### src/rtl/mem_pkg.sv
// rtl/mem_pkg.sv - shared width encodings, state type and lane-count helper for memory_stage
package mem_pkg;

  localparam logic [1:0] MEM_BYTE = 2'b00;
  localparam logic [1:0] MEM_HALF = 2'b01;
  localparam logic [1:0] MEM_WORD = 2'b10;

  typedef enum logic [1:0] {
    IDLE     = 2'b00,
    REQ      = 2'b01,
    WAIT_RSP = 2'b10,
    DONE     = 2'b11
  } mem_state_t;

  function automatic int mem_nbytes(input int xlen);
    return xlen / 8;
  endfunction

endpackage

### src/rtl/memory_stage_load_align.sv
// rtl/memory_stage_load_align.sv - load_align: picks the addressed lane of a read word and extends it
// Purely combinational so the cache refill path can share it.
module load_align
  import mem_pkg::*;
#(
  parameter int XLEN = 32
) (
  input  logic [XLEN-1:0] rdata,
  input  logic [1:0]      offset,
  input  logic [1:0]      width,
  input  logic            sign_extend,
  output logic [XLEN-1:0] data
);

  logic [7:0]  lane_b;
  logic [15:0] lane_h;

  always_comb begin
    lane_b = rdata[8*offset +: 8];
    lane_h = offset[1] ? rdata[31:16] : rdata[15:0];
    unique case (width)
      MEM_BYTE: data = {{(XLEN-8){sign_extend & lane_b[7]}}, lane_b};
      MEM_HALF: data = {{(XLEN-16){sign_extend & lane_h[15]}}, lane_h};
      default:  data = rdata;
    endcase
  end

endmodule

### src/rtl/memory_stage.sv
// rtl/memory_stage.sv - load/store unit with valid/ready data-memory port and lane alignment
// Optional misalignment trap: MEMORY_STAGE_MISALIGN_TRAP_EN.
module memory_stage
  import mem_pkg::*;
#(
  parameter  int XLEN   = 32,
  localparam int NBYTES = mem_nbytes(XLEN)
) (
  input  logic              clk,
  input  logic              rst,
  input  logic              in_valid,
  output logic              in_ready,
  input  logic [XLEN-1:0]   addr,
  input  logic [XLEN-1:0]   store_data,
  input  logic              mem_write_en,
  input  logic              mem_read_en,
  input  logic [1:0]        mem_width,
  input  logic              sign_extend,
  input  logic [4:0]        rd_in,
  output logic              dmem_req_valid,
  input  logic              dmem_req_ready,
  output logic [XLEN-1:0]   dmem_addr,
  output logic              dmem_we,
  output logic [NBYTES-1:0] dmem_wstrb,
  output logic [XLEN-1:0]   dmem_wdata,
  input  logic              dmem_rsp_valid,
  input  logic [XLEN-1:0]   dmem_rdata,
  output logic              out_valid,
  output logic [XLEN-1:0]   result,
  output logic [4:0]        rd_out,
  output logic              misaligned
);

  mem_state_t        state, state_next;
  logic [XLEN-1:0]   addr_q, wdata_q, result_q, load_value;
  logic [NBYTES-1:0] wstrb_q, wstrb_in;
  logic [XLEN-1:0]   wdata_in;
  logic [1:0]        offset_in, offset_q, width_q;
  logic [4:0]        rd_q, rd_out_q;
  logic              we_q, sign_q;
  logic              accept, is_mem, trap;

  assign accept = in_valid && (state == IDLE);
  assign is_mem = mem_read_en | mem_write_en;

  // Low address bits are forced to the natural alignment of the access size.
  always_comb begin
    offset_in = 2'b00;
    wstrb_in  = '0;
    wdata_in  = store_data;
    unique case (mem_width)
      MEM_BYTE: begin
        offset_in = addr[1:0];
        wstrb_in  = NBYTES'(4'b0001) << offset_in;
        wdata_in  = {4{store_data[7:0]}};
      end
      MEM_HALF: begin
        offset_in = {addr[1], 1'b0};
        wstrb_in  = NBYTES'(4'b0011) << offset_in;
        wdata_in  = {2{store_data[15:0]}};
      end
      default: begin
        offset_in = 2'b00;
        wstrb_in  = '1;
        wdata_in  = store_data;
      end
    endcase
    if (!mem_write_en) wstrb_in = '0;
  end

`ifdef MEMORY_STAGE_MISALIGN_TRAP_EN
  logic misaligned_q;

  assign trap = is_mem &&
                (((mem_width == MEM_HALF) && addr[0]) ||
                 (mem_width[1] && (addr[1:0] != 2'b00)));

  always_ff @(posedge clk) begin
    if (rst)         misaligned_q <= 1'b0;
    else if (accept) misaligned_q <= trap;
  end

  assign misaligned = misaligned_q;
`else
  assign trap       = 1'b0;
  assign misaligned = 1'b0;
`endif

  always_ff @(posedge clk) begin
    if (rst) state <= IDLE;
    else     state <= state_next;
  end

  always_comb begin
    state_next     = state;
    in_ready       = 1'b0;
    dmem_req_valid = 1'b0;
    out_valid      = 1'b0;
    unique case (state)
      IDLE: begin
        in_ready = 1'b1;
        if (in_valid) state_next = (is_mem && !trap) ? REQ : DONE;
      end
      REQ: begin
        dmem_req_valid = !rst;
        if (dmem_req_ready) state_next = we_q ? DONE : WAIT_RSP;
      end
      WAIT_RSP: begin
        if (dmem_rsp_valid) state_next = DONE;
      end
      DONE: begin
        out_valid  = 1'b1;
        state_next = IDLE;
      end
      default: state_next = IDLE;
    endcase
  end

  load_align #(.XLEN(XLEN)) u_load_align (
    .rdata       (dmem_rdata),
    .offset      (offset_q),
    .width       (width_q),
    .sign_extend (sign_q),
    .data        (load_value)
  );

  always_ff @(posedge clk) begin
    if (rst) begin
      addr_q   <= '0;
      wdata_q  <= '0;
      wstrb_q  <= '0;
      we_q     <= 1'b0;
      offset_q <= 2'b00;
      width_q  <= MEM_BYTE;
      sign_q   <= 1'b0;
      rd_q     <= '0;
      result_q <= '0;
      rd_out_q <= '0;
    end else begin
      if (accept) begin
        addr_q   <= addr;
        wdata_q  <= wdata_in;
        wstrb_q  <= wstrb_in;
        we_q     <= mem_write_en;
        offset_q <= offset_in;
        width_q  <= mem_width;
        sign_q   <= sign_extend;
        rd_q     <= rd_in;
        if (!is_mem || trap) begin
          result_q <= addr;
          rd_out_q <= trap ? 5'd0 : rd_in;
        end
      end
      if ((state == REQ) && dmem_req_ready && we_q) begin
        result_q <= addr_q;
        rd_out_q <= 5'd0;
      end
      if ((state == WAIT_RSP) && dmem_rsp_valid) begin
        result_q <= load_value;
        rd_out_q <= rd_q;
      end
    end
  end

  assign dmem_addr  = {addr_q[XLEN-1:2], 2'b00};
  assign dmem_we    = we_q;
  assign dmem_wstrb = wstrb_q;
  assign dmem_wdata = wdata_q;
  assign result     = result_q;
  assign rd_out     = rd_out_q;

endmodule
### config.mk
export PLATFORM = sky130hd
export DESIGN_NAME = memory_stage
export DESIGN_NICKNAME = d
export VERILOG_FILES = /design/src/rtl/mem_pkg.sv /design/src/rtl/memory_stage_load_align.sv /design/src/rtl/memory_stage.sv
export SDC_FILE = /design/constraint.sdc
export NUM_CORES = 1
export LEC_CHECK = 0
export CORE_ASPECT_RATIO = 1.5
export CORE_MARGIN = 2
export CORE_UTILIZATION = 45
export DETAILED_ROUTE_END_ITERATION = 6
export PLACE_DENSITY = 0.81
export SLEW_MARGIN = 40
export SYNTH_ARGS = -nofsm -noshare
export SYNTH_HDL_FRONTEND = slang
export SYNTH_SLANG_ARGS = --single-unit
### constraint.sdc
create_clock -name clk -period 2.1 [get_ports clk]
set_clock_uncertainty 0.05 [all_clocks]
set_input_delay 0.525 -clock clk [delete_from_list [all_inputs] [get_ports clk]]
set_output_delay 0.525 -clock clk [all_outputs]
set_load 0.01 [all_outputs]
Word level (Yosys, flattened, before mapping)

Cells that the tools add are included.

Eq/ne operators: 9
Shifts and indexed selects: 3
Mux-type cells: 23
Bitwise logic cells: 3
Reduce and logical (&&, ||, !) cells: 11

Operators by type and width:

| operator                                              | number |
|---|---|
| two-way mux 32 bit                                    | 4 |
| one-hot mux 32 bit (2 select lines)                   | 2 |
| indexed part select 32 x 6 -> 8 bit                   | 1 |
| two-way mux 5 bit                                     | 4 |
| two-way mux 16 bit                                    | 1 |
| two-way mux 2 bit                                     | 4 |
| one-hot mux 2 bit (4 select lines)                    | 1 |
| one-hot mux 4 bit (2 select lines)                    | 1 |
| == test 2 x 1 -> 1 bit, second input constant         | 3 |
| logical NOT 2 bit                                     | 3 |
| inequality test 2 bit, second input constant          | 3 |
| == test 2 bit, second input constant                  | 2 |
| logical AND 1 bit                                     | 4 |
| two-way mux 1 bit                                     | 4 |
| two-way mux 4 bit                                     | 1 |
| one-hot mux 2 bit (2 select lines)                    | 1 |
| << shifter 1 x 2 -> 4 bit, first input constant       | 1 |
| << shifter 2 x 2 -> 4 bit, first input constant       | 1 |
| inequality test 3 x 1 -> 1 bit, second input constant | 1 |
| AND reduction 3 bit                                   | 1 |
| nonzero test 3 bit                                    | 1 |
| bitwise AND 1 bit                                     | 2 |
| AND reduction 2 bit                                   | 1 |
| logical NOT 1 bit                                     | 1 |
| bitwise OR 1 bit                                      | 1 |

Bits in registers: 118
Input port bits: 111
Output and inout port bits: 110
Logic and storage cells: 60

Longest topological paths before layout

Gate-level depths: netlist of run 1.

Depth in word-level cells: 5
Depth in mapped cells: 9
Gate-level depth less buffers: 7

Cells and area by module

Synthesis of run 1 repeated with hierarchy kept, for this count alone.

Cells, all modules: 758
Area, all modules: 6239.7 um^2

By module, submodules not included:

| module       | times used | cells an instance | area each (um^2) | seq. area each (um^2) |
|---|---|---|---|---|
| memory_stage | 1          | 635               | 5534.1           | 2362.3 |
| load_align   | 1          | 123               | 705.7            | 0.0 |

Least setup slack after synthesis of run 1

OpenSTA, ideal clock, no wires.

Kind: register to register
From: register state[0]
To: register result_q[12] (netlist: result[12])
Setup time: 0.117 ns
Data arrival time: 1.837 ns
Required time: 1.933 ns
Slack: 0.096 ns
Stages on the path, launching flop included: 10
Path buffers: 2
Clock period less this slack: 2.004 ns
Cells stage by stage: dfxtp_1 > inv_1 > ha_1 > nor4bb_1 > buf_2 > nand2_1 > clkbuf_1 > o221ai_1 > a21oi_1 > o22a_1

Word-level cells in the longest chain between the ends: 5
Elaborated cells on any way between the ends: 12
Classes of those cells: eq/ne (3); mux (2); reduce/logical (7)

Ends and longest elaborated chain:

| item                                                                       | RTL line            | RTL |
|---|---|---|
| start: declaration                                                         | memory_stage.sv:34  | `mem_state_t state, state_next;` |
| start signal: assignment                                                   | memory_stage.sv:91  | `else state <= state_next;` |
| == test 2 x 1 -> 1 bit                                                     | memory_stage.sv:154 | `if ((state == REQ) && dmem_req_ready && we_q) begin` |
| logical AND 1 bit (2 in a row)                                             | memory_stage.sv:154 |  |
| inequality test 3 x 1 -> 1 bit (no line), or another cell as far along     | n/a                 |  |
| AND reduction 2 bit (no line) / two-way mux 32 bit (equally long branches) | n/a                 |  |
| end signal: assignment                                                     | memory_stage.sv:150 | `result_q <= addr;` |
| end signal: assignment                                                     | memory_stage.sv:155 | `result_q <= addr_q;` |
| end signal: assignment                                                     | memory_stage.sv:159 | `result_q <= load_value;` |
| end: declaration                                                           | memory_stage.sv:35  | `logic [XLEN-1:0] addr_q, wdata_q, result_q, load_value;` |

Parallel ways exist; a longest one is shown, timed or not.
A chain may end at the register's enable or synchronous reset.

Worst setup path after layout of run 1

From: register state[0]
To: output dmem_req_valid

Word-level cells in the longest chain between the ends: 2

Ends and longest elaborated chain:

| item                   | RTL line           | RTL |
|---|---|---|
| == test 2 x 1 -> 1 bit | memory_stage.sv:99 | `unique case (state)` |
| two-way mux 1 bit      | memory_stage.sv:99 |  |
| end: declaration       | memory_stage.sv:20 | `output logic dmem_req_valid,` |

Every way passes these cells.

==> impl_metrics.json, run 1 <==
{
  "routed.top_layer": "met4",
  "place_area_mm2": 0.008300,
  "synth-simple-area-share": 0.1732,
  "numCtsBuffers": 17,
  "crit_chain": "buf_4 -> ha_4 -> nor2b_2 -> clkdlybuf4s15_1",
  "syn_to_final_growth_pct": 52.20,
  "diodes": 0,
  "dieArea_mm2": 0.01403,
  "htreeDepth": 4,
  "grt_pass1_wl_mm": 31.55,
  "critPathCapture": "dmem_req_valid",
  "cp_max_fo": 5,
  "slowest_delay_ns": 0.35,
  "async_flop_share": 0,
  "pre_cts_slack_ns": -0.3659,
  "grt_pass1_vias": 6103,
  "cts_tree": "built",
  "synth_fa_ha_area_frac": 0.01063,
  "hold_path_class": "reg2reg",
  "min_period_ns": 2.024,
  "wl_met1_mm": 7.092,
  "fp-row-count": 51,
  "drv_slew": 0,
  "outcome": "finished clean",
  "powerDensity_mw_per_mm2": 1071,
  "crit_family": "buffers and inverters",
  "startpoint": "state[0]",
  "routed_wl_mm": 20.40,
  "wl_met2_mm": 10.78,
  "synthMuxAreaShare": 0.06504,
  "synth_edf_count": 0,
  "yosys.area.top_type_share": 0.4013,
  "yosysSeqAreaShare": 0.4013,
  "wl_met3_mm": 1.589,
  "drt-initial-drc-count": 351,
  "synth_cell_types": 48,
  "ys_seq_elements": 118,
  "ant_nets": 0,
  "place_congestion": 0.8789,
  "firstDrtPassIters": 5,
  "hold_violations": 0,
  "cts_buffer_depth": 2,
  "worstRegToRegCells": 8,
  "initial_utilization": 0.4567,
  "synth_top_family_by_area": "compound AO/OA/AOI/OAI gates",
  "yosysWarnings": 0,
  "start_kind": "flip-flop",
  "hpwl_mm": 14.95,
  "ir_worst_vdd_v": 0.0008918,
  "cp.required_ns": 1.52,
  "fmax_mhz": 494.0,
  "clock_sinks": 118,
  "r2r_end": "result[23]",
  "setup_ws_ns": 0.07562,
  "antenna_found_initial": 0,
  "synth_cells": 731,
  "worstMarginPinSlew_ns": 0.5834,
  "die_w_um": 97.39,
  "synthTopCellsByArea": "dfxtp_1, nand2_1, a21oi_1",
  "avgSynthCellArea_um2": 8.053,
  "path_class": "reg2out",
  "yosys.area_share.xor_xnor": 0,
  "leakage_uw": 0.003460,
  "root_buffer": "clkbuf_16",
  "core_mm2": 0.01289,
  "drc": 0,
  "cp.arrival_ns": 1.45,
  "synth_commonest_cells": "nand2_1, dfxtp_1, a21oi_1",
  "boundaryPins": 221,
  "crit_path_end_kind": "output port",
  "portBuffers": 217,
  "rsz0062_at_grt": "no",
  "finalCritPeriodShare": 0.9640,
  "gr-usage-all-layers": 0.2852,
  "synth-main-ff-cell": "dfxtp_1",
  "clk_pin_slew_worst_paths_ns": 0.06,
  "r2r-start": "state[0]",
  "finalInstanceArea_mm2": 0.008960,
  "finalSetupTns_ns": 0,
  "max-cap-violations": 0,
  "reg2reg_slack_ns": 0.17,
  "critPathBufInv": 2,
  "wl_per_cell_um": 18.42,
  "yosysMostFrequentCell": "nand2_1",
  "synth_area_mm2": 0.005887,
  "clock_latency_ns": 0.42,
  "drive_gt1_frac": 0.1276,
  "finalNetCount": 1051,
  "fill_cells": 1060,
  "vias_per_cell": 5.623,
  "synth-compound-area-share": 0.2614,
  "die_h_um": 144.1,
  "grt_max_degree": 120,
  "synth_top_area_cell": "dfxtp_1",
  "cpMaxStageDelayCell": "dfxtp_4",
  "total_power_uw": 9600,
  "relSlewSlack": 0.6105,
  "fin_util": 0.6951,
  "ctsHoldBuffers": 0,
  "finalSetupViolations": 0,
  "cp.depth": 4,
  "vias": 6225,
  "overflow": 0
}
worst min path at each step:
stage / from / endpoint / slack, ns / cells past startpoint
3_3_place_gp: result[4] / result[4] / 0.39 / 2
5_1_grt: result[0] / result[0] / 0.43 / 2
4_1_cts: rd_q[3] / rd_q[3] / 0.41 / 2
3_5_place_dp: dmem_wdata[25] / dmem_wdata[25] / 0.40 / 2
2_1_floorplan: addr_q[0] / addr_q[0] / 0.39 / 2
6_report: dmem_wdata[30] / dmem_wdata[30] / 0.40 / 2
repair_timing:
| item | CTS | global route |
|---|---|---|
| buffers inserted | 0 | 1 |
| endpoints found under the setup margin | 3 | 7 |
| gates cloned | 0 | 0 |
| resized for setup | 7 | 6 |
power breakdown:
part           switching [uW]  internal, uW
Combinational            1760          1750
Clock                    1120          1940
Sequential                318          2700
Total                    3200          6400
stage by stage:
| step | hold WS [ns] | instances |
|---|---|---|
| floorplan | 0.3866 | 733 |
| global placement | 0.3909 | 1074 |
| detailed placement | 0.3984 | 1074 |
| CTS | 0.4064 | 1106 |
| global route | 0.4262 | 1107 |
| finish | 0.4033 | 1107 |
worst register-to-register path: stages (launching register included):
cell	delay, ns
dfxtp_4	0.35
inv_2	0.06
ha_1	0.20
nor4bb_2	0.17
buf_4	0.17
or3_1	0.35
buf_12	0.19
o21bai_1	0.21
a221oi_2	0.05
sequential cells by signal, indices dropped and copies added, names as in the netlist, 2 cells and up:
name        count
addr_q         32
dmem_wdata     32
dmem_wstrb      4
offset_q        2
rd_out          5
rd_q            5
result         32
state           2
width_q         2
placed cells by master (no fill, tap or decap), types with 4 or more instances in the layout:
| cell type | instances |
|---|---|
| nand3_1 | 16 |
| dfxtp_1 | 117 |
| o221ai_1 | 15 |
| a211oi_1 | 13 |
| inv_1 | 5 |
| clkbuf_16 | 17 |
| a22oi_1 | 6 |
| a311oi_1 | 8 |
| clkdlybuf4s50_1 | 212 |
| nand2_1 | 181 |
| buf_12 | 7 |
| a21oi_1 | 87 |
| mux2_2 | 5 |
| nor2_1 | 33 |
| a221oi_2 | 10 |
| mux2i_1 | 30 |
| buf_4 | 52 |
| o21bai_1 | 17 |
| a221oi_1 | 7 |
| ha_1 | 4 |
| o22ai_1 | 16 |
| o21ai_0 | 18 |
| o22a_1 | 7 |
| a21boi_0 | 7 |
| clkinv_4 | 4 |
kinds of logic after synthesis:
group                    Yosys count
AND/OR/NAND/NOR                  251
flip-flops                       118
buffers and inverters             99
other                              1
AO/OA/AOI/OAI                    221
adder cells (fa/ha/maj)            5
multiplexers                      36
routing by layer:
metal | up-vias | track usage
met1 | 2918 | 0.2896
li1 | 2964 | -
met2 | 293 | 0.5263
met4 | 0 | 0.1550
met3 | 50 | 0.08072
met5 | - | 0
layout make-up:
type | count | area (um2) | area share
Clock buffer | 19 | 452.9 | 0.05055
Inverter | 7 | 26.28 | 0.002933
Clock inverter | 13 | 171.4 | 0.01913
Tap cell | 159 | 198.9 | 0.02220
Sequential cell | 118 | 2366 | 0.2641
Multi-Input combinational cell | 516 | 3052 | 0.3406
Timing Repair Buffer | 275 | 2693 | 0.3005
Power figures use the tool's default switching activity.
==> inputs of run 2 (changes only) <==
--- a/config.mk
+++ b/config.mk
@@ -7,10 +7,11 @@
 export LEC_CHECK = 0
 export CORE_ASPECT_RATIO = 1.5
 export CORE_MARGIN = 2
-export CORE_UTILIZATION = 45
+export CORE_UTILIZATION = 50
 export DETAILED_ROUTE_END_ITERATION = 6
-export PLACE_DENSITY = 0.81
+export DONT_BUFFER_PORTS = 1
 export SLEW_MARGIN = 40
 export SYNTH_ARGS = -nofsm -noshare
 export SYNTH_HDL_FRONTEND = slang
+export SYNTH_HIERARCHICAL = 1
 export SYNTH_SLANG_ARGS = --single-unit
==> impl_metrics.json, run 2 <==
{
  "crit_chain": "inv_1 -> ha_1 -> nor2b_1",
  "diodes": 0,
  "yosysSeqAreaShare": 0.3786,
  "drive_gt1_frac": 0.1397,
  "post_cts_buffers": 0,
  "cp_max_fo": 5,
  "synth_commonest_cells": "nand2_1, dfxtp_1, nor2_1",
  "grt_pass1_vias": 5233,
  "gr-usage-all-layers": 0.2527,
  "min_period_ns": 2.007,
  "clock_latency_ns": 0.40,
  "overflow": 0,
  "portBuffers": 0,
  "drc": 0,
  "hold_path_class": "in2reg",
  "ir_worst_vdd_v": 0.0006336,
  "r2r-start": "state[1]",
  "synth-main-ff-cell": "dfxtp_1",
  "syn_to_final_growth_pct": 8.161,
  "numCtsBuffers": 17,
  "finalSetupViolations": 0,
  "async_flop_share": 0,
  "start_kind": "flip-flop",
  "root_buffer": "clkbuf_16",
  "synth_edf_count": 0,
  "place_congestion": 0.8927,
  "initial_utilization": 0.5063,
  "yosysWarnings": 6,
  "die_w_um": 95.21,
  "firstDrtPassIters": 6,
  "synth_area_mm2": 0.006240,
  "leakage_uw": 0.002765,
  "cp.arrival_ns": 1.43,
  "worstRegToRegCells": 5,
  "die_h_um": 140.8,
  "synth_cells": 758,
  "rsz0062_at_grt": "no",
  "yosysMostFrequentCell": "nand2_1",
  "fmax_mhz": 498.3,
  "finalNetCount": 819,
  "vias": 5186,
  "drt-initial-drc-count": 277,
  "r2r_end": "result[8]",
  "antenna_found_initial": 0,
  "worstMarginPinSlew_ns": 0.6642,
  "routed_wl_mm": 17.16,
  "pwr-share-seq": 0.398,
  "path_class": "reg2out",
  "reg2reg_slack_ns": 0.16,
  "startpoint": "state[1]",
  "final_cell_mix": "nand2_1, dfxtp_1, nor2_1",
  "synthTopCellsByArea": "dfxtp_1, nand2_1, mux2i_1",
  "final_common_cell": "nand2_1",
  "ant_nets": 0,
  "crit_path_end_kind": "output port",
  "combPwrFrac": 0.243,
  "internal_power_uw": 5682,
  "drv_slew": 0,
  "yosys.area.top_type_share": 0.3786,
  "critPathCapture": "dmem_req_valid",
  "fin_util": 0.5476,
  "boundaryPins": 221,
  "clk_pin_slew_worst_paths_ns": 0.06,
  "dieArea_mm2": 0.01341,
  "max-cap-violations": 0,
  "ys_seq_elements": 118,
  "fp-row-count": 50,
  "switchingPower_uw": 2965,
  "synth_cell_types": 51,
  "swShare": 0.3429,
  "pwr-share-clk": 0.359,
  "wl_per_cell_um": 19.68,
  "hpwl_mm": 12.24,
  "cts_tree": "built",
  "vias_per_cell": 5.947,
  "core_mm2": 0.01232,
  "powerDensity_mw_per_mm2": 1281,
  "avgSynthCellArea_um2": 8.232,
  "total_power_uw": 8647,
  "synth_top_area_cell": "dfxtp_1",
  "hold_violations": 0,
  "outcome": "finished clean",
  "cp.required_ns": 1.52,
  "finalSetupTns_ns": 0,
  "finalCritPeriodShare": 0.9556,
  "cpMaxStageDelayCell": "dfxtp_1",
  "grt_max_degree": 120,
  "grt_pass1_wl_mm": 26.66,
  "slowest_delay_ns": 0.34,
  "htreeDepth": 4,
  "clock_sinks": 118,
  "relSlewSlack": 0.5563,
  "cts_buffer_depth": 2
}
run 2: changes by cell type after synthesis, moves of 14 or more:
cell and delta:
a2111oi_2 +25, nand3_1 -14, o221ai_1 -15, nor3_1 +30, o21ai_0 -14, o22ai_1 -15
clkbuf_1 -17, o21bai_1 -16, a21oi_1 -29, nor2_1 +34
run 2: metal layers:
layer	wire length, um	vias up	track usage
met5	0	-	0
met4	485	0	0.1144
met3	1565	35	0.08445
met2	8791	190	0.4440
met1	6318	2438	0.2674
li1	-	2523	-
run 2: cell type report:
cell class | count | area, um2
inverter | 4 | 15.01
tap | 156 | 195.2
fill | 1167 | 5575
sequential | 118 | 2362
clock buffer | 17 | 425.4
multi-input combinational | 541 | 3316
timing repair buffer | 21 | 232.7
clock inverter | 15 | 202.7
run 2: power groups by stage:
stage                     clock (uW)  sequential (uW)  combinational, uW
final                           3100             3440               2100
after global routing            3260             3510               2350
after CTS                       3160             3450               2120
after detailed placement           0             3490               2120
after global placement             0             3480               2040
after floorplan                    0             3270               1920
run 2: critical path: cells and delay by family (launching register included):
kind	cells	cell delay, ns
adder cells (fa/ha/maj)	1	0.30
flip-flops	1	0.34
buffers and inverters	1	0.11
AND/OR/NAND/NOR	1	0.27
run 2: worst min path at each step:
stage,startpoint,endpoint,slack [ns],cells after the start
floorplan,rd_q[0],rd_q[0],0.39,2
global placement,addr_q[0],addr_q[0],0.39,2
detailed placement,sign_q,sign_q,0.39,2
CTS,rst,dmem_wdata[3],0.12,1
global route,rst,addr_q[9],0.12,1
finish,rst,addr_q[9],0.15,1
run 2: logic make-up after synthesis:
| group | synth area share |
|---|---|
| AND/OR/NAND/NOR | 0.2180 |
| AO/OA/AOI/OAI | 0.2208 |
| flip-flops | 0.3786 |
| other | 0.0006010 |
| adder cells (fa/ha/maj) | 0.01003 |
| multiplexers | 0.07439 |
| buffers and inverters | 0.09765 |
run 2: per-stage QoR:
step                      hold slack, ns  std cells  worst slack (ns)  area [um2]
after global placement            0.3873        840            0.1163        6116
after floorplan                   0.3866        760            0.2919        6247
final                             0.1513        872           0.09319        6749
after global routing              0.1195        872           0.01546        6749
after CTS                         0.1214        872           0.06462        6744
after detailed placement          0.3934        840           0.09853        6116
run 2: repair_timing:
| action | CTS | global route |
|---|---|---|
| hold buffers | 0 | 0 |
| endpoints found under the setup margin | 0 | 2 |
| resized for setup | 0 | 1 |
==> inputs of run 3 (changes only) <==
--- a/config.mk
+++ b/config.mk
@@ -5,6 +5,7 @@
 export SDC_FILE = /design/constraint.sdc
 export NUM_CORES = 1
 export LEC_CHECK = 0
+export CAP_MARGIN = 20
 export CORE_ASPECT_RATIO = 1.5
 export CORE_MARGIN = 2
 export CORE_UTILIZATION = 50
==> results of run 3 <==
No change in the layout: final DEF, timing and power equal those of run 2.
